File: config.mk
export PLATFORM = sky130hd
export DESIGN_NAME = ascon_ctrl_fsm
export DESIGN_NICKNAME = d
export VERILOG_FILES = /design/src/rtl/ascon_ctrl_fsm.sv
export SDC_FILE = /design/constraint.sdc
export NUM_CORES = 1
export LEC_CHECK = 0
export ABC_CLOCK_PERIOD_IN_PS = 1500
export CAP_MARGIN = 40
export CORE_MARGIN = 2
export CORE_UTILIZATION = 46
export CTS_CLUSTER_SIZE = 24
export DETAILED_ROUTE_END_ITERATION = 8
export GPL_ROUTABILITY_DRIVEN = 0
export GPL_TIMING_DRIVEN = 1
export PLACE_DENSITY = 0.78
export SLEW_MARGIN = 25
export SYNTH_ARGS = -nofsm -noshare
export SYNTH_HDL_FRONTEND = slang
export SYNTH_SLANG_ARGS = --single-unit
File: constraint.sdc
create_clock -name clock_i -period 1.5 [get_ports clock_i]
set_input_delay 0.3 -clock clock_i [delete_from_list [all_inputs] [get_ports clock_i]]
set_output_delay 0.3 -clock clock_i [all_outputs]
set_load 0.005 [all_outputs]
File: src/rtl/ascon_ctrl_fsm.sv
// ascon_ctrl_fsm -- sequencing controller for the ASCON-128a encryption datapath.
//
// Walks one session through initialisation (p^a), AD absorption (p^b per
// block), PT absorption / ciphertext generation (p^b per block) and
// finalisation (p^a), then flags the tag. One permutation round per cycle.
//
// Ports
//   clock_i               system clock, rising edge
//   reset_i               synchronous reset, active-high
//   start_i               start pulse, sampled only in IDLE
//   data_valid_i          a 128-bit block is present on the data bus
//   data_is_ad_i          1 = block is associated data, 0 = plaintext
//   data_last_i           block is the last of its phase
//   data_ready_o          block is consumed this cycle when data_valid_i=1
//   round_o               round-constant index for the permutation
//   init_state_o          select IV||K||N as permutation input
//   en_state_o            state register load enable
//   ena_xor_up_o          xor_up of the data block into S0/S1
//   ena_xor_final_key_o   XOR K into S2/S3 at permutation input
//   ena_xor_down_key_o    XOR K into S3/S4 at permutation output
//   ena_xor_ds_o          XOR domain-separation bit into S4
//   cipher_valid_o        S0||S1 after xor_up is a ciphertext block
//   tag_valid_o           S3||S4 holds the tag
//   done_o                one-cycle end-of-operation pulse
//   busy_o                controller is not in IDLE
//   error_o               one-cycle pulse: block of the wrong phase dropped
module ascon_ctrl_fsm #(
  parameter int ROUNDS_A = 12,
  parameter int ROUNDS_B = 8,
  parameter int CNT_W    = 4
) (
  input  logic             clock_i,
  input  logic             reset_i,
  input  logic             start_i,
  input  logic             data_valid_i,
  input  logic             data_is_ad_i,
  input  logic             data_last_i,
  output logic             data_ready_o,
  output logic [CNT_W-1:0] round_o,
  output logic             init_state_o,
  output logic             en_state_o,
  output logic             ena_xor_up_o,
  output logic             ena_xor_final_key_o,
  output logic             ena_xor_down_key_o,
  output logic             ena_xor_ds_o,
  output logic             cipher_valid_o,
  output logic             tag_valid_o,
  output logic             done_o,
  output logic             busy_o,
  output logic             error_o
);

  typedef enum logic [2:0] {
    S_IDLE    = 3'd0,
    S_INIT_P  = 3'd1,
    S_WAIT_AD = 3'd2,
    S_AD_P    = 3'd3,
    S_WAIT_PT = 3'd4,
    S_PT_P    = 3'd5,
    S_FINAL_P = 3'd6,
    S_TAG     = 3'd7
  } state_t;

  // Last round index of every permutation, and first round index of p^b.
  localparam logic [CNT_W-1:0] C_LAST     = CNT_W'(ROUNDS_A - 1);
  localparam logic [CNT_W-1:0] C_PB_FIRST = CNT_W'(ROUNDS_A - ROUNDS_B);
  localparam logic [CNT_W-1:0] C_ZERO     = CNT_W'(0);
  localparam logic [CNT_W-1:0] C_ONE      = CNT_W'(1);

  state_t           r_state;
  logic [CNT_W-1:0] r_cnt;
  logic             r_last;     // last-flag of the AD block being absorbed
  logic             w_round_end;

  // Every permutation phase ends on the same round index; the counter never
  // advances past it because leaving the phase clears it.
  assign w_round_end = (r_cnt == C_LAST);

  // State and round-counter sequencing.
  always_ff @(posedge clock_i) begin
    if (reset_i) begin
      r_state <= S_IDLE;
      r_cnt   <= C_ZERO;
      r_last  <= 1'b0;
    end else begin
      case (r_state)
        S_IDLE: begin
          if (start_i) begin
            r_state <= S_INIT_P;
            r_cnt   <= C_ZERO;
          end else begin
            r_state <= S_IDLE;
          end
        end
        S_INIT_P: begin
          if (w_round_end) begin
            r_state <= S_WAIT_AD;
            r_cnt   <= C_ZERO;
          end else begin
            r_cnt <= r_cnt + C_ONE;
          end
        end
        S_WAIT_AD: begin
          // The acceptance cycle is already the first p^b round.
          if (data_valid_i && data_is_ad_i) begin
            r_state <= S_AD_P;
            r_cnt   <= C_PB_FIRST + C_ONE;
            r_last  <= data_last_i;
          end else begin
            r_state <= S_WAIT_AD;
          end
        end
        S_AD_P: begin
          if (w_round_end) begin
            r_state <= r_last ? S_WAIT_PT : S_WAIT_AD;
            r_cnt   <= C_ZERO;
          end else begin
            r_cnt <= r_cnt + C_ONE;
          end
        end
        S_WAIT_PT: begin
          if (data_valid_i && !data_is_ad_i) begin
            // Last PT block starts finalisation at round 0 in the same cycle.
            if (data_last_i) begin
              r_state <= S_FINAL_P;
              r_cnt   <= C_ONE;
            end else begin
              r_state <= S_PT_P;
              r_cnt   <= C_PB_FIRST + C_ONE;
            end
          end else begin
            r_state <= S_WAIT_PT;
          end
        end
        S_PT_P: begin
          if (w_round_end) begin
            r_state <= S_WAIT_PT;
            r_cnt   <= C_ZERO;
          end else begin
            r_cnt <= r_cnt + C_ONE;
          end
        end
        S_FINAL_P: begin
          if (w_round_end) begin
            r_state <= S_TAG;
            r_cnt   <= C_ZERO;
          end else begin
            r_cnt <= r_cnt + C_ONE;
          end
        end
        S_TAG: begin
          r_state <= S_IDLE;
          r_cnt   <= C_ZERO;
        end
        default: begin
          r_state <= S_IDLE;
          r_cnt   <= C_ZERO;
        end
      endcase
    end
  end

  // Output decode: pure state decode except in the two WAIT states, where the
  // datapath must act in the same cycle the block is handed over.
  always_comb begin
    data_ready_o        = 1'b0;
    round_o             = r_cnt;
    init_state_o        = 1'b0;
    en_state_o          = 1'b0;
    ena_xor_up_o        = 1'b0;
    ena_xor_final_key_o = 1'b0;
    ena_xor_down_key_o  = 1'b0;
    ena_xor_ds_o        = 1'b0;
    cipher_valid_o      = 1'b0;
    tag_valid_o         = 1'b0;
    done_o              = 1'b0;
    error_o             = 1'b0;
    busy_o              = (r_state != S_IDLE);
    case (r_state)
      S_IDLE: begin
        round_o = C_ZERO;
      end
      S_INIT_P: begin
        en_state_o         = 1'b1;
        init_state_o       = (r_cnt == C_ZERO);
        ena_xor_down_key_o = w_round_end;
      end
      S_WAIT_AD: begin
        data_ready_o = 1'b1;
        if (data_valid_i) begin
          if (data_is_ad_i) begin
            ena_xor_up_o = 1'b1;
            en_state_o   = 1'b1;
            round_o      = C_PB_FIRST;
          end else begin
            error_o = 1'b1;
          end
        end else begin
          error_o = 1'b0;
        end
      end
      S_AD_P: begin
        en_state_o   = 1'b1;
        ena_xor_ds_o = w_round_end && r_last;
      end
      S_WAIT_PT: begin
        data_ready_o = 1'b1;
        if (data_valid_i) begin
          if (!data_is_ad_i) begin
            ena_xor_up_o   = 1'b1;
            cipher_valid_o = 1'b1;
            en_state_o     = 1'b1;
            if (data_last_i) begin
              ena_xor_final_key_o = 1'b1;
              round_o             = C_ZERO;
            end else begin
              round_o = C_PB_FIRST;
            end
          end else begin
            error_o = 1'b1;
          end
        end else begin
          error_o = 1'b0;
        end
      end
      S_PT_P: begin
        en_state_o = 1'b1;
      end
      S_FINAL_P: begin
        en_state_o         = 1'b1;
        ena_xor_down_key_o = w_round_end;
      end
      S_TAG: begin
        tag_valid_o = 1'b1;
        done_o      = 1'b1;
      end
      default: begin
        round_o = C_ZERO;
      end
    endcase
  end

endmodule

---- Word level (Yosys, flattened, before mapping) ----
Cells that the tools add are included.
storage, ports and cells
  bits in registers ....................... 8
  latch bits .............................. 0
  bits in writable memories ............... 0
  bits in read-only memories .............. 0
  output and inout port bits .............. 16
  word-level logic and storage cells ...... 71
  memories kept ........................... 0
operators by class
  add/sub/neg operators ................... 1
  $mul .................................... 0
  div/mod/pow operators ................... 0
  $lt $le $gt $ge ......................... 0
  equal/unequal tests ..................... 15
  shift operators ......................... 0
  mux-type cells .......................... 39
  bitwise gates (word level) .............. 0
  reduce and logical (&&, ||, !) cells .... 13
operators with widths
  cell                   number
  $mux W4                8
  $mux W3                8
  $pmux W3 S8            1
  $pmux W4 S5            1
  $mux W1                16
  $ne A2 B2 Y1 const B   7
  $eq A3 B3 Y1 const B   4
  $pmux W4 S3            1
  $eq A3 B2 Y1 const B   2
  $add A4 B1 Y4 const B  1
  $eq A4 B4 Y1 const B   1
  $logic_not A4 Y1       1
  $pmux W1 S2            2
  $reduce_and A4 Y1      1
  $reduce_or A2 Y1       2
  $reduce_or A4 Y1       1
  $eq A3 B1 Y1 const B   1
  $logic_and A1 B1 Y1    3
  $logic_not A3 Y1       1
  $pmux W1 S3            1
  $reduce_and A3 Y1      1
  $reduce_bool A3 Y1     1
  $mux W2                1
  $reduce_and A2 Y1      1
  $logic_not A1 Y1       1

---- Longest topological paths before layout ----
Gate-level depths: netlist of run 1.
  depth in word-level cells ............... 4
  mapped depth ............................ 6

---- Worst setup path after synthesis of run 1 ----
OpenSTA, ideal clock, no wires.
  path type ............................... flip-flop to output port
  start point ............................. register r_state[0]
  end point ............................... output init_state_o
  arrival ................................. 1.137 ns
  path slack .............................. 0.063 ns
  cell stages (with the launch flop) ...... 4
  path buffers ............................ 0
  cell sequence ........................... dfxtp_1 inv_1 or3_1 nor4b_2
on the way
  cells in the longest elaborated chain, start to end .. 2
ends and longest elaborated chain
  element                   RTL line  source
  start: declaration        70        state_t r_state;
  start signal: assignment  115       r_state <= r_last ? S_WAIT_PT : S_WAIT_AD;
  $eq A3 B1 Y1              179       case (r_state)
  $mux W1                   179
  end: declaration          40        output logic init_state_o,
Every way passes these cells.

---- Final worst setup path of run 1 ----
  start point ............................. register r_state[1]
  end point ............................... output en_state_o
on the way
  cells in the longest elaborated chain, start to end .. 3
ends and longest elaborated chain
  element                                     RTL line  source
  $eq A3 B2 Y1, or another cell as far along  179
  $reduce_or A4 Y1 (no source line)           -
  $pmux W1 S3 (*)                             179
  end: declaration                            41        output logic en_state_o,
Every way passes the cells marked *; elsewhere a longest branch is shown, timed or not.

==> impl_metrics.py, run 1 <==
metrics = {
    "run_status": {
        "status": "complete, but fails checks",
        "violations": "setup timing",
    },
    "layout": {
        "diodes": 0,
        "syn2layout_area_growth_pct": 88.4,
        "nets": 165,
        "seqCellArea_um2": 171,
        "final_cell_area_um2": 1430,
        "multi_input_area_um2": 662,
        "drive_gt1_share_pct": 65.8,
        "fillers": 49,
    },
    "yosys": {
        "async_flop_share_pct": 0,
        "synth_commonest_cells": "8 x a21oi_1, 8 x dfxtp_1, 7 x inv_1, 7 x nor2_1",
        "syn_area_per_cell_um2": 8.07,
        "synth_area_um2": 758,
        "synth_cell_types": 40,
        "synth-edff-count": 0,
        "yosysTopAreaCell": "dfxtp_1",
        "ys_ff_latch": 8,
        "ys_seq_area_share_pct": 21.1,
        "synth_nets": 102,
        "synthTopCellsByArea": "dfxtp_1 21%, a21oi_1 5.3%, nor4b_2 4.0%",
        "synth_warnings": 0,
        "synthFlopType": "dfxtp_1",
        "netlist_instances": 94,
        "yosys.area.top_type_share_pct": 21.1,
    },
    "sta": {
        "whs_ns": 0.589,
        "setup_tns_ns": -3.91,
        "hold_viol": 0,
        "rsz0062_at_grt": "true",
        "fin_ws_ns": -0.390,
        "worst_slew_pin_slew_ns": 0.352,
        "fin_crit_sh_pct": 126,
        "drv_slew": 0,
        "period_needed_ns": 1.89,
        "fin_skew_ns": 0.000687,
        "finalSetupViolCount": 21,
        "fmax_ghz": 0.529,
        "slew_headroom_pct": 76.5,
    },
    "global_routing": {
        "grt_start_max_net_pins": 12,
        "antenna_found_initial": 0,
        "grt_usage_pct": 33.4,
        "grt_overflow": 0,
        "grt_pass1_vias": 1041,
        "grt_pass1_wl_um": 4840,
    },
    "die": {
        "dieArea_um2": 1990,
        "fp.dieW_um": 44.6,
        "ioPinCount": 22,
        "core_region_area_um2": 1520,
        "start_util_pct": 49.8,
        "num_rows": 14,
        "dieHeight_um": 44.6,
    },
    "routing": {
        "wl_met3_um": 287,
        "drt-initial-drc-count": 71,
        "drc": 0,
        "vias": 1116,
        "wl_met1_um": 1330,
        "drt_wl_total_um": 3650,
        "vias_per_cell": 6.53,
        "wl_met2_um": 1780,
        "drt_pass1_iterations": 4,
        "routed.top_layer": "met4",
        "postRouteAntennaNets": 0,
        "wl_per_cell_um": 21.4,
    },
    "clock_tree": {
        "clk_pin_slew_worst_paths_ns": 0.06,
        "clk_latency_ns": 0.27,
        "cts_buffers": 3,
        "cts_hold_buffers": 0,
        "cts_sinks": 8,
        "cts_root_buffer": "clkbuf_4",
        "clk_path_buf_depth": 2,
        "htree_levels": 1,
        "cts_tree": "built",
    },
    "place": {
        "placed_area_um2": 1140,
        "io_buffers": 21,
        "place_hpwl_um": 1690,
    },
    "power_and_ir_drop": {
        "ir_drop_uv": 603,
        "power_leakage_uw": 0.000641,
        "power_density_nw_per_um2": 669,
        "total_power_uw": 955,
    },
    "setup_path": {
        "crit_arrival_ns": 1.59,
        "cp-start-kind": "flip-flop",
        "worstSetupPathType": "reg -> out",
        "required_ns": 1.20,
        "endpoint_kind": "output pin",
        "critPathMaxFanout": 4,
    },
    "hold_path": {
        "min_path_type": "reg -> reg",
    },
    "run": {
        "maxCapViolCount": 0,
    },
}
[through the flow]
step	util (%)	std cells	setup slack, ns
after global placement	75.1	152	-0.746
after floorplan	-	94	0.0635
after global routing	93.8	171	-0.424
final	93.8	171	-0.390
after CTS	87.1	167	-0.318
after detailed placement	75.1	152	-0.804
[final timing paths]
check	startpoint	endpoint	slack, ns	depth (start not counted)
worst max-delay path	r_state[1]$_SDFFE_PP0P_	en_state_o	-0.39	5
worst min register to register	r_last$_SDFFE_PP0P_	r_last$_SDFFE_PP0P_	0.59	2
worst max register to register	r_state[2]$_SDFFE_PP0P_	r_state[1]$_SDFFE_PP0P_	-0.12	8
worst min-delay path	r_last$_SDFFE_PP0P_	r_last$_SDFFE_PP0P_	0.59	2
[layout by cell type, fill, tap and decap left out, drive strengths merged, types with 4 or more instances in the layout]
cell type and n:
buf 59, a21oi 8, dfxtp 8, inv 7, nor2 7, nand2 4, o21a 4, clkbuf 4
o21ai 4, and2 4, nor3 4
[area by class of cell]
cell class	instances	area share [%]
Tap cell	16	1.40
Inverter	7	1.84
Clock buffer	3	1.58
Multi-Input combinational cell	72	46.3
Timing Repair Buffer	65	36.9
Sequential cell	8	12.0
[state kept, by name, summed over array words and instances, names as in the netlist]
name	count
r_last	1
r_cnt	4
r_state	3
[worst max-delay path, cell delays in order, from the launching register on]
cell     delay [ns]
dfxtp_4        0.36
buf_6          0.13
buf_6          0.12
and3b_2        0.20
or3_1          0.36
buf_2          0.15
[power by group]
group | leakage [uW] | internal [uW] | total [uW] | switching (uW)
clock network | 0.0000138 | 92.9 | 185 | 92.2
logic | 0.000559 | 265 | 522 | 257
registers | 0.0000678 | 231 | 248 | 16.8
[layer usage]
layer	global-route usage (%)	up-vias
li1	-	462
met1	35.9	523
met2	60.3	94
met3	4.90	37
met4	20.6	0
met5	0	-
[logic make-up after synthesis]
| logic type | Yosys count | synth area share [%] |
|---|---|---|
| simple gates | 41 | 37.1 |
| compound gates | 26 | 23.8 |
| buf+inv | 14 | 10.6 |
| flops | 8 | 21.1 |
| mux | 3 | 4.13 |
| fa+ha+maj | 2 | 3.30 |
[timing repair]
| item | 4_1_cts | 5_1_grt |
|---|---|---|
| setup buffers | 13 | 10 |
| resized for setup | 100 | 25 |
| endpoints found under the setup margin | 20 | 22 |
| gates cloned | 0 | 0 |
| pin swaps | 20 | 19 |
No activity file was read; power rests on OpenSTA's default activity.
==> inputs of run 2 (changes only) <==
CORE_UTILIZATION = 30   (was 46)
HOLD_SLACK_MARGIN = 0.15   (was default)
PLACE_DENSITY = default   (was 0.78)
==> run 2 against run 1 <==
  * The flow still finishes with violations (setup timing)
  * Global-route usage fell by 16 points
  * Setup slack gained 0.10 ns
  * Via count fell by 18%
  * Largest cell class unchanged
==> impl_metrics.py, run 2 (synthesis gave the netlist of run 1 again) <==
metrics = {
    "clock_tree": {
        "cts_root_buffer": "clkbuf_4",
        "htree_levels": 1,
        "cts_sinks": 8,
        "cts_buffers": 3,
        "clk_latency_ns": 0.25,
        "clk_path_buf_depth": 2,
        "clk_pin_slew_worst_paths_ns": 0.05,
        "cts_tree": "built",
    },
    "setup_path": {
        "critPathLaunch": "r_state[1]$_SDFFE_PP0P_",
        "r2r_setup_slack_ns": -0.04,
        "slowest_delay_ns": 0.36,
        "crit_slowest_cell": "dfxtp_4",
        "cp_cell_sequence": "or2b_1, nor2_2, o21a_1, or3_1, buf_2",
        "cp_top_family": "simple AND/OR/NAND/NOR gates",
        "crit_arrival_ns": 1.49,
        "required_ns": 1.20,
        "r2r_start": "r_state[2]$_SDFFE_PP0P_",
        "endpoint_kind": "output pin",
        "cp-start-kind": "flip-flop",
        "cp_num_buf_inv": 1,
        "critPathMaxFanout": 6,
        "worstSetupPathType": "reg -> out",
    },
    "layout": {
        "seqCellArea_um2": 170,
        "multi_input_area_um2": 614,
        "syn2layout_area_growth_pct": 78.2,
        "layout_commonest_cell": "buf_4",
        "utilization_pct": 55.6,
        "reg_top3": "r_cnt (4), r_state (3), r_last (1)",
        "diodes": 0,
        "fillers": 237,
        "drive_gt1_share_pct": 59.9,
        "final_cell_area_um2": 1350,
        "regMostFlops": "r_cnt",
        "nets": 162,
        "largest_reg_flops": 4,
        "final_cell_mix": "36 x buf_4, 10 x buf_2, 8 x buf_6",
        "fin_cells": 182,
    },
    "die": {
        "dieHeight_um": 54.3,
        "start_util_pct": 31.2,
        "dieArea_um2": 2950,
        "core_region_area_um2": 2430,
        "num_rows": 18,
        "fp.dieW_um": 54.3,
        "ioPinCount": 22,
    },
    "sta": {
        "worst_slew_pin_slew_ns": 0.362,
        "fmax_ghz": 0.559,
        "fin_ws_ns": -0.288,
        "slew_headroom_pct": 75.8,
        "rsz0062_at_grt": "true",
        "period_needed_ns": 1.79,
        "fin_crit_sh_pct": 119,
        "fin_skew_ns": 0.00313,
        "finalSetupViolCount": 16,
        "hold_viol": 0,
        "drv_slew": 0,
    },
    "hold_path": {
        "min_from": "r_last$_SDFFE_PP0P_",
        "min_path_type": "reg -> reg",
    },
    "routing": {
        "wl_per_cell_um": 13.4,
        "drt_wl_total_um": 2440,
        "drt-initial-drc-count": 3,
        "drc": 0,
        "vias_per_cell": 5.04,
        "drt_pass1_iterations": 5,
        "postRouteAntennaNets": 0,
        "vias": 917,
    },
    "global_routing": {
        "antenna_found_initial": 0,
        "grt_overflow": 0,
        "grt_start_max_net_pins": 12,
        "grt_pass1_vias": 884,
        "grt_usage_pct": 17.6,
        "grt_pass1_wl_um": 3800,
    },
    "power_and_ir_drop": {
        "ir_drop_uv": 476,
        "power_density_nw_per_um2": 615,
        "power_leakage_uw": 0.000612,
    },
    "place": {
        "dp_slack_ns": -0.857,
        "placed_area_um2": 1180,
        "place_hpwl_um": 1760,
        "post-place-cells": 168,
        "io_buffers": 21,
    },
    "run_status": {
        "status": "complete, but fails checks",
        "violations": "setup timing",
    },
    "run": {
        "maxCapViolCount": 0,
    },
}
==> run 2: changes by cell type in the layout (fill, tap and decap cells not counted), moves of 2 or more <==
cell    before  now
nor3_4       2    0
nor3_1       1    3
buf_6       16    8
buf_4       31   36
buf_2       12   10
==> run 2: final cells by class <==
| type | count | area share [%] |
|---|---|---|
| clock buffer | 3 | 1.67 |
| inverter | 7 | 1.94 |
| multi-input combinational | 72 | 45.5 |
| sequential | 8 | 12.6 |
| tap | 30 | 2.78 |
| timing repair buffer | 62 | 35.6 |
==> run 2: final timing paths <==
check	endpoint	cells past startpoint
min	r_last$_SDFFE_PP0P_	2
max	en_state_o	5
min reg2reg	r_last$_SDFFE_PP0P_	2
max reg2reg	r_state[1]$_SDFFE_PP0P_	8
==> run 2: where the power goes <==
part	internal (uW)	switching, uW	leakage [uW]
clock	91.6	73.2	0.0000138
sequential	231	17.2	0.0000675
combinational	224	194	0.000531
total	547	285	0.000612
==> run 2: repair_timing <==
item / CTS / global route
pin swaps: 16 / 8
buffers inserted: 11 / 2
gates resized for setup: 90 / 11
hold buffers: 0 / 0
setup endpoints to repair: 20 / 21
==> run 2: routing by layer <==
metal,up-vias,wire [um],track usage [%],part of all wire [%]
li1,461,-,-,-
met1,433,1100,21.1,45
met2,23,1240,33.9,51
met5,-,0,0,0
met3,0,108,1.64,4.4
met4,0,0,2.50,0
==> run 2: tightest hold or removal path: stages, from the launching register on <==
cell and delay, ns:
dfxtp_1 0.34, mux2i_1 0.07, nor2_1 0.07
==> run 2: stage by stage <==
stage	TNS [ns]	power, uW	hold WS [ns]
detailed placement	-10.29	611	0.515
global route	-3.63	880	0.596
global placement	-9.60	600	0.509
CTS	-2.58	816	0.528
finish	-2.50	831	0.522
floorplan	0	445	0.447
